File: src/rtl/mem_access_unit_pkg.sv
// Shared definitions for the load/store unit:
// FSM encodings, func3 codes, byte masks and decode helpers.
package mem_access_unit_pkg;

  localparam logic [1:0] ST_IDLE  = 2'd0;
  localparam logic [1:0] ST_BEAT0 = 2'd1;
  localparam logic [1:0] ST_BEAT1 = 2'd2;
  localparam logic [1:0] ST_DONE  = 2'd3;

  localparam logic [2:0] RW_LB  = 3'b000;
  localparam logic [2:0] RW_LH  = 3'b001;
  localparam logic [2:0] RW_LW  = 3'b010;
  localparam logic [2:0] RW_LBU = 3'b100;
  localparam logic [2:0] RW_LHU = 3'b101;
  localparam logic [2:0] RW_SB  = 3'b000;
  localparam logic [2:0] RW_SH  = 3'b001;
  localparam logic [2:0] RW_SW  = 3'b010;

  localparam logic [3:0] MASK_B = 4'b0001;
  localparam logic [3:0] MASK_H = 4'b0011;
  localparam logic [3:0] MASK_W = 4'b1111;

  // Byte mask before shifting by the address offset.
  function automatic logic [3:0] base_mask(input logic [2:0] rw);
    logic [3:0] m;
    unique case (rw[1:0])
      2'b00:   m = MASK_B;
      2'b01:   m = MASK_H;
      default: m = MASK_W;
    endcase
    return m;
  endfunction

  // True when the access crosses a word boundary.
  function automatic logic two_beat(input logic [2:0] rw,
                                    input logic [1:0] off);
    logic t;
    unique case (rw[1:0])
      2'b01:   t = (off == 2'd3);
      2'b10:   t = (off != 2'd0);
      default: t = 1'b0;
    endcase
    return t;
  endfunction

  // Legality of a request presented in IDLE.
  function automatic logic is_legal(input logic rd,
                                    input logic wr,
                                    input logic [2:0] rw);
    logic ok;
    if (rd && wr)
      ok = 1'b0;
    else if (wr)
      ok = rw inside {RW_SB, RW_SH, RW_SW};
    else
      ok = rw inside {RW_LB, RW_LH, RW_LW, RW_LBU, RW_LHU};
    return ok;
  endfunction

endpackage

File: src/rtl/mem_access_unit_align.sv
// Lane alignment: byte enables and store data shifted over an
// 8-byte window, plus load extraction and sign/zero extension.
module mem_lane_align
  import mem_access_unit_pkg::*;
(
  input  logic [2:0]  rw_type_i,
  input  logic [1:0]  offset_i,
  input  logic [31:0] wdata_i,
  input  logic [63:0] rdata_i,
  output logic [7:0]  be_o,
  output logic [63:0] wdata_o,
  output logic [31:0] rdata_o
);

  logic [5:0]  sh;
  logic [31:0] raw;

  assign sh = {offset_i, 3'b000};

  // Shift masks/data into place and extend the selected load bytes.
  always_comb begin
    be_o    = {4'b0000, base_mask(rw_type_i)} << offset_i;
    wdata_o = {32'd0, wdata_i} << sh;
    raw     = 32'(rdata_i >> sh);
    unique case (rw_type_i[1:0])
      2'b00:
        rdata_o = {{24{~rw_type_i[2] & raw[7]}}, raw[7:0]};
      2'b01:
        rdata_o = {{16{~rw_type_i[2] & raw[15]}}, raw[15:0]};
      default:
        rdata_o = raw;
    endcase
  end

endmodule

File: src/rtl/mem_access_unit.sv
// Load/store stage: word-wide req/ack bus beats, misaligned
// split into two beats, load extension, error and timeout flags.
module mem_access_unit
  import mem_access_unit_pkg::*;
#(
  parameter int MAX_WAIT  = 255,
  parameter int PENDING_W = 8
) (
  input  logic        clk,
  input  logic        rst,
  input  logic        mem_read_i,
  input  logic        mem_write_i,
  input  logic [2:0]  rw_type_i,
  input  logic [31:0] addr_i,
  input  logic [31:0] wdata_i,
  output logic        stall_o,
  output logic        done_o,
  output logic [31:0] rdata_o,
  output logic        err_o,
  output logic        bus_req_o,
  output logic        bus_we_o,
  output logic [31:0] bus_addr_o,
  output logic [3:0]  bus_be_o,
  output logic [31:0] bus_wdata_o,
  input  logic        bus_ack_i,
  input  logic [31:0] bus_rdata_i
);

  localparam logic [PENDING_W-1:0] WAIT_LIM = PENDING_W'(MAX_WAIT);

  logic [1:0]           state_q, state_d;
  logic                 we_q, we_d;
  logic [2:0]           rw_q, rw_d;
  logic [31:0]          addr_q, addr_d;
  logic [31:0]          wdata_q, wdata_d;
  logic [31:0]          lo_q, lo_d;
  logic [31:0]          rdata_q, rdata_d;
  logic [PENDING_W-1:0] cnt_q, cnt_d;

  logic        req_any;
  logic        legal;
  logic        in_beat;
  logic        is_b1;
  logic        timeout;
  logic        split;
  logic [31:0] base;
  logic [7:0]  be8;
  logic [63:0] wd64;
  logic [63:0] rd64;
  logic [31:0] ext;

  assign req_any = mem_read_i | mem_write_i;
  assign legal   = is_legal(mem_read_i, mem_write_i, rw_type_i);
  assign is_b1   = (state_q == ST_BEAT1);
  assign in_beat = (state_q == ST_BEAT0) | is_b1;
  assign timeout = in_beat & (cnt_q == WAIT_LIM);
  assign split   = two_beat(rw_q, addr_q[1:0]);
  assign base    = {addr_q[31:2], 2'b00};
  assign rd64    = is_b1 ? {bus_rdata_i, lo_q}
                         : {32'd0, bus_rdata_i};

  mem_lane_align u_align (
    .rw_type_i (rw_q),
    .offset_i  (addr_q[1:0]),
    .wdata_i   (wdata_q),
    .rdata_i   (rd64),
    .be_o      (be8),
    .wdata_o   (wd64),
    .rdata_o   (ext)
  );

  // Bus drive: quiet outside beats and once a beat has timed out.
  always_comb begin
    bus_req_o   = in_beat & ~timeout;
    bus_we_o    = 1'b0;
    bus_addr_o  = 32'd0;
    bus_be_o    = 4'd0;
    bus_wdata_o = 32'd0;
    if (bus_req_o) begin
      bus_we_o    = we_q;
      bus_addr_o  = is_b1 ? base + 32'd4 : base;
      bus_be_o    = is_b1 ? be8[7:4] : be8[3:0];
      bus_wdata_o = is_b1 ? wd64[63:32] : wd64[31:0];
    end
  end

  assign stall_o = ((state_q == ST_IDLE) & req_any) | in_beat;
  assign done_o  = (state_q == ST_DONE);
  assign rdata_o = rdata_q;
  assign err_o   = ((state_q == ST_IDLE) & req_any & ~legal)
                 | timeout;

  // Next-state, request latch, wait counter and load capture.
  always_comb begin
    state_d = state_q;
    we_d    = we_q;
    rw_d    = rw_q;
    addr_d  = addr_q;
    wdata_d = wdata_q;
    lo_d    = lo_q;
    rdata_d = rdata_q;
    cnt_d   = cnt_q;
    unique case (state_q)
      ST_IDLE: begin
        if (req_any) begin
          cnt_d = '0;
          if (!legal) begin
            state_d = ST_DONE;
            rdata_d = 32'd0;
          end else begin
            state_d = ST_BEAT0;
            we_d    = mem_write_i;
            rw_d    = rw_type_i;
            addr_d  = addr_i;
            wdata_d = wdata_i;
          end
        end
      end
      ST_BEAT0, ST_BEAT1: begin
        if (timeout) begin
          state_d = ST_DONE;
          rdata_d = 32'd0;
        end else if (bus_ack_i) begin
          cnt_d = '0;
          if (!is_b1 && split) begin
            state_d = ST_BEAT1;
            lo_d    = bus_rdata_i;
          end else begin
            state_d = ST_DONE;
            rdata_d = we_q ? 32'd0 : ext;
          end
        end else begin
          cnt_d = cnt_q + 1'b1;
        end
      end
      default: state_d = ST_IDLE;
    endcase
  end

  // State registers with synchronous reset.
  always_ff @(posedge clk) begin
    if (rst) begin
      state_q <= ST_IDLE;
      we_q    <= 1'b0;
      rw_q    <= 3'd0;
      addr_q  <= 32'd0;
      wdata_q <= 32'd0;
      lo_q    <= 32'd0;
      rdata_q <= 32'd0;
      cnt_q   <= '0;
    end else begin
      state_q <= state_d;
      we_q    <= we_d;
      rw_q    <= rw_d;
      addr_q  <= addr_d;
      wdata_q <= wdata_d;
      lo_q    <= lo_d;
      rdata_q <= rdata_d;
      cnt_q   <= cnt_d;
    end
  end

endmodule

File: config.mk
export PLATFORM = sky130hd
export DESIGN_NAME = mem_access_unit
export DESIGN_NICKNAME = d
export VERILOG_FILES = /design/src/rtl/mem_access_unit_pkg.sv /design/src/rtl/mem_access_unit_align.sv /design/src/rtl/mem_access_unit.sv
export SDC_FILE = /design/constraint.sdc
export NUM_CORES = 1
export LEC_CHECK = 0
export BUFFER_PORTS_ARGS = -buffer_cell sky130_fd_sc_hd__buf_2
export CORE_ASPECT_RATIO = 0.5
export CORE_MARGIN = 2
export CORE_UTILIZATION = 53
export CTS_CLUSTER_SIZE = 8
export DETAILED_ROUTE_END_ITERATION = 10
export MAX_ROUTING_LAYER = met4
export PLACE_DENSITY = 0.79
export SYNTH_ARGS = -nofsm -noshare
export SYNTH_HDL_FRONTEND = slang
export SYNTH_SLANG_ARGS = --single-unit
File: constraint.sdc
create_clock -name clk -period 5 [get_ports clk]
set_input_delay 1.25 -clock clk [delete_from_list [all_inputs] [get_ports clk]]
set_output_delay 1.25 -clock clk [all_outputs]
set_load 0.05 [all_outputs]
Yosys cells after proc, flatten, opt, wreduce, memory -nomap -nowiden
Cells that the tools add are included.

operators by class
  $add $sub $neg = 2
  multipliers = 0
  divide/modulo/power cells = 0
  order comparisons = 0
  equal/unequal tests = 16
  shift-type cells = 3
  muxes and demuxes = 30
  bitwise operators = 13
  reduce and logical (&&, ||, !) cells = 16

operators by type and width
  operator                                        number
  2-to-1 mux 32 bit                               10
  case mux 32 bit (2 select lines)                2
  2-to-1 mux 64 bit                               1
  << shifter 32 x 5 -> 64 bit                     1
  >> shifter 64 x 5 -> 32 bit                     1
  adder 32 x 3 -> 32 bit (second input constant)  1
  2-to-1 mux 8 bit                                3
  case mux 8 bit (2 select lines)                 1
  adder 8 x 1 -> 8 bit (second input constant)    1
  == test 2 bit (second input constant)           4
  == test 8 bit (second input constant)           1
  2-to-1 mux 2 bit                                4
  2-to-1 mux 4 bit                                2
  case mux 4 bit (2 select lines)                 1
  << shifter 4 x 2 -> 8 bit                       1
  AND 1 bit                                       6
  == test 3 bit (second input constant)           2
  != test 2 bit (second input constant)           3
  != test 3 bit (second input constant)           2
  AND reduction 3 bit                             2
  AND reduction 5 bit                             1
  nonzero test 5 bit                              1
  == test 2 x 1 -> 1 bit (second input constant)  2
  zero test 2 bit                                 2
  15 further kinds                                25

storage, ports and cells
  register bits = 142
  latch bits = 0
  memory bits (writable) = 0
  memory bits (read-only) = 0
  input port bits = 104
  word-level logic and storage cells = 88
  memories kept = 0

Depth between registers and ports, before layout
Gate-level depths: netlist (run 1).

  depth after elaboration = 10
  depth in mapped cells = 10

Hierarchy
From an unflattened synthesis (run 1), not the netlist that was laid out.

unflattened totals
  cells, all modules = 1204
  area, all modules = 9857.0 sq um

modules (own cells, without submodules)
  module           instances  cells an instance  area each (sq um)
  mem_access_unit  1          962                7818.7
  mem_lane_align   1          242                2038.2

Worst setup path after synthesis (run 1)
OpenSTA, ideal clock, no wires.

  path kind = register -> output
  from = reg state_q[0]
  to = out bus_wdata_o[30]
  data arrival time = 3.952 ns
  data required time = 3.750 ns
  slack = -0.202 ns
  stages on the path, launching flop included = 9
  path buffers = 5
  path through = dfxtp_1 > inv_1 > ha_1 > buf_6 > buf_2 > clkbuf_1 > clkbuf_1 > buf_1 > a2111oi_0

between the ends
  longest elaborated chain between the ends = 6

ends and longest elaborated chain
  element                                                  line                                          text
  from (decl)                                              mem_access_unit.sv:31                         logic [1:0] state_q, state_d;
  from (signal assigned)                                   mem_access_unit.sv:152                        state_q <= state_d;
  == test 2 x 1 -> 1 bit or == test 2 bit (tied branches)  mem_access_unit.sv:55, mem_access_unit.sv:54
  OR 1 bit                                                 mem_access_unit.sv:55                         assign in_beat = (state_q == ST_BEAT0) | is_b1;
  AND 1 bit                                                mem_access_unit.sv:56                         assign timeout = in_beat & (cnt_q == WAIT_LIM);
  inverter 1 bit (no source line)                          --
  AND 1 bit                                                mem_access_unit.sv:74                         bus_req_o = in_beat & ~timeout;
  2-to-1 mux 32 bit (*)                                    mem_access_unit.sv:79                         if (bus_req_o) begin
  to (decl)                                                mem_access_unit.sv:24                         output logic [31:0] bus_wdata_o,

Every way passes the cells marked *; elsewhere a longest branch is shown, timed or not.

Worst setup path after layout (run 1)
  from = reg cnt_q[0]
  to = out bus_wdata_o[29]

between the ends
  longest elaborated chain between the ends = 5

ends and longest elaborated chain
  element                          line                    text
  from (decl)                      mem_access_unit.sv:38   logic [PENDING_W-1:0] cnt_q, cnt_d;
  from (signal assigned)           mem_access_unit.sv:159  cnt_q <= cnt_d;
  == test 8 bit                    mem_access_unit.sv:56
  AND 1 bit                        mem_access_unit.sv:56
  inverter 1 bit (no source line)  --
  AND 1 bit                        mem_access_unit.sv:74
  2-to-1 mux 32 bit                mem_access_unit.sv:79

No other way between the ends.

==> results of run 1 <==
## final cells by class
class                      count  area (µm²)  area share, %
sequential                   142        2850           28.1
timing repair buffer         220        1140           11.3
tap                          204         255           2.52
multi-input combinational    840        5150           51.0
clock inverter                13         213           2.10
inverter                      16        60.1          0.594
clock buffer                  19         443           4.38
## through the flow
step | total power [mW] | cells | instance area, µm² | worst slack [ps] | util, %
6_report | 4.82 | 1454 | 10100 | 611 | 65.4
5_1_grt | 5.02 | 1454 | 10100 | 510 | 65.4
4_1_cts | 4.79 | 1454 | 10100 | 725 | 65.4
3_5_place_dp | 3.39 | 1422 | 9450 | 1220 | 61.2
3_3_place_gp | 3.36 | 1422 | 9450 | 1330 | 61.2
2_1_floorplan | 2.88 | 1087 | 8410 | 23.1 | -
## registers in the layout (all words and copies together), names as in the netlist
name / flops
addr_q: 32
cnt_q: 8
lo_q: 32
rdata_o: 32
rw_q: 3
state_q: 2
wdata_q: 32
we_q: 1
## worst min-delay path, stage by stage (launching register included)
cell	delay (ps)
dfxtp_1	310
nand2_1	50
a21oi_1	50
## final timing paths
path	start	to	slack, ps	depth (start not counted)
min	lo_q[28]	lo_q[28]	450	2
max reg2reg	state_q[0]	rdata_o[25]	1570	8
max	cnt_q[0]	bus_wdata_o[29]	610	6
min reg2reg	lo_q[28]	lo_q[28]	450	2
## where the power goes
| part | switching [mW] | internal, mW | total [mW] |
|---|---|---|---|
| registers | 0.114 | 1.24 | 1.35 |
| logic | 1.48 | 0.574 | 2.06 |
| clock network | 0.509 | 0.901 | 1.41 |
## per-layer routing
metal / up-vias / wire length, µm / track usage [%]
met5: - / 0 / -
met4: 0 / 697 / 12.2
met3: 65 / 1870 / 5.80
met2: 400 / 12700 / 53.2
met1: 4149 / 11600 / 40.8
li1: 4132 / - / -
## cell families after synthesis
kind of cell / synth area share (%)
AO/OA/AOI/OAI: 22.8
XOR/XNOR: 2.81
adder cells (fa/ha/maj): 1.49
buffers and inverters: 5.21
flip-flops: 33.8
multiplexers: 12.1
other: 0.0446
AND/OR/NAND/NOR: 21.7
## synthesized netlist by cell type (all sizes together), types with 6 or more instances
cell type    n
nand3       19
nand2      240
o21ai       25
o22ai        8
inv         16
and3         7
or3         12
nor4         6
o2bb2ai     39
ha          10
o31ai        8
xor2         9
mux2        14
a211oi      29
mux2i       67
buf         32
clkbuf      57
nor2b        9
mux4         8
nor2        83
xnor2       18
nand4        8
a22o         9
a2111oi      8
nor3        16
dfxtp      142
a21oi      141
==> results.cfg, run 1 <==
[sta]
holdWs_ps = 454
max_slew_margin_pct = 12.7
clock_skew_ps = 8.48
finalHoldViolCount = 0
rsz0062_at_grt = false
fmax_ghz = 0.228
setup_viol = 0
worst_pin_slew_ps = 1300
tns_ps = 0
layout_min_cycle_time_ps = 4390
drv_slew = 0
period_share_pct = 87.8

[min_path]
worstHoldPathType = reg2reg

[worst_setup_path]
cpPeakStageDelay_ps = 1030
crit_type = reg2out
path_delay_family = compound AO/OA/AOI/OAI gates
critPathRequiredTime_ps = 3750
crit_path_end_kind = primary output
slowest_stage = o21ai_4
setup.worst_path.start_class = flip-flop
path_buf_inv = 2
cp_max_fo = 46
cp_cell_sequence = ha_1 -> nand3_1 -> o21ai_4 -> buf_4 -> a2111oi_0 -> buf_2
arrival_ps = 3140

[die]
rows = 32
initial_core_util_pct = 54.4
die_y_um = 93.1
core_area_mm2 = 0.0155
die_area_mm2 = 0.0170
die_w_um = 182
ios = 209

[drt]
via_per_inst = 6.02
wl_um = 26900
post-route-drc-count = 0
drt_iter0_markers = 643
firstDrtPassIters = 7
num_vias = 8746
antenna_left = 0
routedWlPerCell_um = 18.5

[cts]
cts.repair.resized = 0
clock_latency_ps = 430
cts_buffers = 17
post_cts.repair.setup_buffers = 0
clockBufferDepth = 2
ctsHtreeMaxLevel = 4
cts_tree = built
cts_sinks = 142
clockRootBuffer = clkbuf_16
clkTransAtPathRegs_ps = 60
cts_hold_buf = 0

[power]
power-per-cell-area_mw_per_mm2 = 477
ir_drop_v = 0.000379
power.leakage_nw = 3.90

[place]
gp_congestion = 0.973
io_buffer_count = 206
dp_hpwl_um = 19100

[layout]
layout-drive-gt1-share_pct = 23.7
fillers = 1345
syn_to_final_growth_pct = 20.2
num_antenna_cells = 0
final_common_cell = nand2_1
fin_nets = 1351
mostFrequentLayoutCells = 240 x nand2_1, 205 x buf_2, 140 x a21oi_1, 140 x dfxtp_1, 83 x nor2_1

[yosys]
yosys_warnings = 0
synth_area_per_cell_um2 = 7.74
syn-cell-area_mm2 = 0.00841
ys_seq_area_share_pct = 33.8
synth_top_cell_by_area = dfxtp_1
synth_top_cell_area_share_pct = 33.8
synth-main-ff-cell = dfxtp_1
ys_types = 54
async_reset_ff_share_pct = 0
yosys-top-cells-area = dfxtp_1 34%, nand2_1 11%, a21oi_1 8.4%
syn_inst = 1086
yosys_register_bits = 142
synth_edf_count = 0

[global_routing]
gr-total-overflow = 0
grt_pass1_vias = 8243
antenna_found_initial = 0
grt_pass1_wl_um = 42400
grt_max_degree = 62
grt_usage_pct = 32.5

[run_status]
status = complete, no violations

[flow_run]
cap_violations = 0
Note: power is estimated with default switching activity, not from simulation.
==> run 2, diff against run 1 <==
--- a/config.mk
+++ b/config.mk
@@ -8,11 +8,11 @@
 export BUFFER_PORTS_ARGS = -buffer_cell sky130_fd_sc_hd__buf_2
 export CORE_ASPECT_RATIO = 0.5
 export CORE_MARGIN = 2
-export CORE_UTILIZATION = 53
+export CORE_UTILIZATION = 42
 export CTS_CLUSTER_SIZE = 8
 export DETAILED_ROUTE_END_ITERATION = 10
 export MAX_ROUTING_LAYER = met4
-export PLACE_DENSITY = 0.79
+export PLACE_DENSITY = 0.63
 export SYNTH_ARGS = -nofsm -noshare
 export SYNTH_HDL_FRONTEND = slang
 export SYNTH_SLANG_ARGS = --single-unit
==> run 2 against run 1 <==
Compared with the run above: maximum frequency up 0.12%; critical path type unchanged; highest routed layer unchanged; largest cell class unchanged; hold slack worse by 1.2 ps; total power fell by 2.6%; via count down 1.1%; cell count grew 4.3%.
==> results.cfg, run 2 (synthesis gave the netlist of run 1 again) <==
[run_status]
status = complete, no violations

[worst_setup_path]
cpPeakStageDelay_ps = 890
setup.worst_path.start_class = flip-flop
arrival_ps = 3130
cp_cell_sequence = inv_2 -> nor2_1 -> o2bb2ai_1 -> nand2_1 -> a21oi_1 -> buf_2
crit_path_end_kind = primary output
cp_max_fo = 41
slowest_stage = dfxtp_2
critPathRequiredTime_ps = 3750
crit_type = reg2out

[place]
gp_congestion = 0.915
io_buffer_count = 206
dpl.cell_count = 1483
dp_slack_ps = 1080
dpl-instance-area_mm2 = 0.00952
dp_hpwl_um = 20100

[drt]
antenna_left = 0
drt_iter0_markers = 598
via_per_inst = 5.70
firstDrtPassIters = 5
post-route-drc-count = 0
num_vias = 8646
wl_um = 27900
routedWlPerCell_um = 18.4

[flow_run]
cap_violations = 0

[layout]
fin_cells = 1516
final_common_cell = nand2_1
fin_nets = 1350
final_util_pct = 51.7
fillers = 1921
layout-drive-gt1-share_pct = 23.5
mostFrequentLayoutCells = 240 x nand2_1, 205 x buf_2, 140 x a21oi_1, 140 x dfxtp_1, 83 x nor2_1
syn_to_final_growth_pct = 20.3
finalInstanceArea_mm2 = 0.0101

[global_routing]
antenna_found_initial = 1
grt_usage_pct = 26.4
gr-total-overflow = 0
grt_pass1_vias = 7978
grt_pass1_wl_um = 43300
grt_max_degree = 75

[min_path]
worstHoldPathType = reg2reg

[power]
power-per-cell-area_mw_per_mm2 = 464
ir_drop_v = 0.000297
total_power_mw = 4.69
intPower_mw = 2.58
clkPwrFrac_pct = 27.4
p_comb_share_pct = 43.5
p_switching_mw = 2.11
pwr-share-seq_pct = 29.1
switching_share_pct = 44.9
power.leakage_nw = 3.86

[sta]
rsz0062_at_grt = false
drv_slew = 0
worst_pin_slew_ps = 1180
setup_slack_ps = 616
layout_min_cycle_time_ps = 4380
tns_ps = 0
max_slew_margin_pct = 20.9
finalHoldViolCount = 0
clock_skew_ps = 13.9
setup_viol = 0
holdWs_ps = 453
fmax_ghz = 0.228
period_share_pct = 87.7

[die]
rows = 36
die_y_um = 104
ios = 209
die_w_um = 204
core_area_mm2 = 0.0195
initial_core_util_pct = 43.0
die_area_mm2 = 0.0212

[cts]
cts_sinks = 142
clock_latency_ps = 430
clockRootBuffer = clkbuf_16
clkTransAtPathRegs_ps = 60
cts.repair.resized = 0
cts_hold_buf = 0
ctsHtreeMaxLevel = 4
post_cts.repair.setup_buffers = 0
cts_buffers = 17
clockBufferDepth = 2
cts_tree = built
## run 2: path summary, 6_finish.rpt
check / from / end / slack, ps / depth (start not counted)
setup / recovery: addr_q[1] / bus_wdata_o[6] / 620 / 6
hold / removal: lo_q[14] / lo_q[14] / 450 / 2
setup reg to reg: addr_q[1] / rdata_o[29] / 1650 / 6
hold reg to reg: lo_q[14] / lo_q[14] / 450 / 2
## run 2: area by class of cell
| type | instances | area (µm²) | area share, % |
|---|---|---|---|
| Sequential cell | 142 | 2850 | 28.1 |
| Clock buffer | 23 | 478 | 4.73 |
| Timing Repair Buffer | 219 | 1130 | 11.2 |
| Clock inverter | 9 | 109 | 1.08 |
| Inverter | 16 | 60.1 | 0.594 |
| Tap cell | 266 | 333 | 3.29 |
| Antenna cell | 1 | 2.50 | 0.0247 |
| Multi-Input combinational cell | 840 | 5150 | 51.0 |
## run 2: power groups by stage
stage	sequential (mW)	combinational (mW)	clock, mW
after floorplan	1.44	1.43	0
after global placement	1.38	2.01	0
after detailed placement	1.39	2.03	0
after CTS	1.36	2.03	1.30
after global routing	1.38	2.17	1.36
final	1.36	2.04	1.29
## run 2: critical path: cells and delay by family, from the launching register on
family                 cells  cell delay (ps)
AND/OR/NAND/NOR            2              750
flip-flops                 1              890
buffers and inverters      2              740
AO/OA/AOI/OAI              2              310
## run 2: layer usage
metal  part of all wire (%)  GRT usage, %  wire length (µm)
met1                     45          35.2             12700
met2                     47          41.3             13100
met3                    5.6          3.98              1570
met4                    2.1          8.02               587
met5                      0             -                 0
==> run 3, diff against run 2 <==
--- a/config.mk
+++ b/config.mk
@@ -12,7 +12,8 @@
 export CTS_CLUSTER_SIZE = 8
 export DETAILED_ROUTE_END_ITERATION = 10
 export MAX_ROUTING_LAYER = met4
-export PLACE_DENSITY = 0.63
+export PLACE_DENSITY = 0.62
 export SYNTH_ARGS = -nofsm -noshare
 export SYNTH_HDL_FRONTEND = slang
+export SYNTH_HIERARCHICAL = 1
 export SYNTH_SLANG_ARGS = --single-unit
==> run 3 against run 2 <==
Compared with the run above: sequential share of layout area down 3.4 points; non-clock buffer count down 2; die area up 16%; via count up 3.8%; design area up 14%; first-iteration DRC count down 14%; critical path depth up 1; synthesized cell count up 10%; core utilization down 1.4 points; highest routed layer unchanged.
==> results.cfg, run 3 <==
[cts]
cts.repair.resized = 0
cts_buffers = 17
clockBufferDepth = 2
cts_tree = built
clkTransAtPathRegs_ps = 60
cts_sinks = 142
post_cts.repair.setup_buffers = 0
cts_hold_buf = 0
ctsHtreeMaxLevel = 4
clock_latency_ps = 440
clockRootBuffer = clkbuf_16

[yosys]
yosys_warnings = 6
synth_area_per_cell_um2 = 8.20
syn-cell-area_mm2 = 0.00981
syn_inst = 1196

[worst_setup_path]
cp_cell_sequence = inv_1 -> ha_4 -> and4_4 -> or4b_1 -> or4_1 -> a21oi_1 -> buf_2
cp_max_fo = 19
slowest_stage = or4b_1
setup.worst_path.start_class = flip-flop
path_buf_inv = 2
path_delay_family = simple AND/OR/NAND/NOR gates
crit_type = reg2out
cpPeakStageDelay_ps = 750
regToRegSetupSlack_ps = 1350
arrival_ps = 3060
critPathRequiredTime_ps = 3750
crit_path_end_kind = primary output

[layout]
finalInstanceArea_mm2 = 0.0115
fin_nets = 1439
mostFrequentLayoutCells = 215 x nand2_1, 205 x buf_2, 140 x dfxtp_1, 127 x mux2i_1, 99 x a21oi_1
multi_input_area_mm2 = 0.00645
final_util_pct = 50.3
fillers = 2207
syn_to_final_growth_pct = 17.4
final_common_cell = nand2_1
seq_area_mm2 = 0.00285
layout-drive-gt1-share_pct = 25.1

[power]
pwr-share-seq_pct = 27.3
p_comb_share_pct = 45.1
power.leakage_nw = 4.44
power-per-cell-area_mw_per_mm2 = 449
total_power_mw = 5.16
clkPwrFrac_pct = 27.6
ir_drop_v = 0.000237
p_switching_mw = 2.22
switching_share_pct = 42.9
intPower_mw = 2.95

[drt]
antenna_left = 0
routedWlPerCell_um = 17.1
via_per_inst = 5.44
drt_iter0_markers = 514
post-route-drc-count = 0
firstDrtPassIters = 5
wl_um = 28200
num_vias = 8972

[sta]
layout_min_cycle_time_ps = 4310
worst_pin_slew_ps = 1190
fmax_ghz = 0.232
setup_slack_ps = 694
finalHoldViolCount = 0
drv_slew = 0
tns_ps = 0
rsz0062_at_grt = false
period_share_pct = 86.1
max_slew_margin_pct = 20.5
setup_viol = 0
clock_skew_ps = 12.4

[die]
core_area_mm2 = 0.0229
ios = 209
die_w_um = 220
initial_core_util_pct = 42.9
rows = 39
die_y_um = 112
die_area_mm2 = 0.0247

[global_routing]
busiest_layer = met2
grt_max_degree = 137
grt_usage_pct = 23.9
met1_usage_pct = 30.1
met3_usage_pct = 3.90
grt_pass1_vias = 8682
gr-total-overflow = 0
antenna_found_initial = 2
grtUsageMet2_pct = 39.3
grt_pass1_wl_um = 45300

[flow_run]
cap_violations = 0

[run_status]
status = complete, no violations

[place]
dp_slack_ps = 1180
dpl-instance-area_mm2 = 0.0109
gp_congestion = 0.891
io_buffer_count = 206
dp_hpwl_um = 20000

[min_path]
worstHoldPathType = reg2reg
-- run 3: power by group through the flow --
stage | logic (mW) | registers [mW] | clock network [mW]
4_1_cts | 2.34 | 1.41 | 1.45
2_1_floorplan | 1.68 | 1.58 | 0
5_1_grt | 2.51 | 1.43 | 1.50
3_3_place_gp | 2.30 | 1.43 | 0
3_5_place_dp | 2.33 | 1.43 | 0
6_report | 2.33 | 1.41 | 1.42
-- run 3: layer usage --
| layer | part of all wire, % | routed length, µm | vias to the layer above |
|---|---|---|---|
| li1 | - | - | 4398 |
| met1 | 45 | 12700 | 4319 |
| met2 | 49 | 13900 | 219 |
| met3 | 3.7 | 1050 | 36 |
| met4 | 1.9 | 526 | 0 |
| met5 | 0 | 0 | - |
-- run 3: area by class of cell --
| cell class | instances | share of cell area [%] |
|---|---|---|
| inverters | 16 | 0.522 |
| clock buffers | 21 | 4.00 |
| multi-input cells | 934 | 56.0 |
| repair buffers | 217 | 9.70 |
| diodes | 2 | 0.0435 |
| flip-flops and latches | 142 | 24.8 |
| well taps | 307 | 3.34 |
| clock inverters | 10 | 1.61 |
-- run 3: per-stage QoR --
stage	std cells	hold slack [ps]
detailed placement	1616	462
floorplan	1205	444
global placement	1616	455
CTS	1647	474
finish	1649	468
global route	1649	488
-- run 3: worst paths after layout --
check,from,to,cells past startpoint
setup / recovery,state_q[0],bus_addr_o[29],7
hold / removal,lo_q[26],lo_q[26],2
setup reg to reg,state_q[0],rdata_o[29],10
hold reg to reg,lo_q[26],lo_q[26],2
-- run 3: worst min-delay path: stages (launching register included) --
cell	delay, ps
dfxtp_1	310
nand2b_1	60
mux2i_1	50
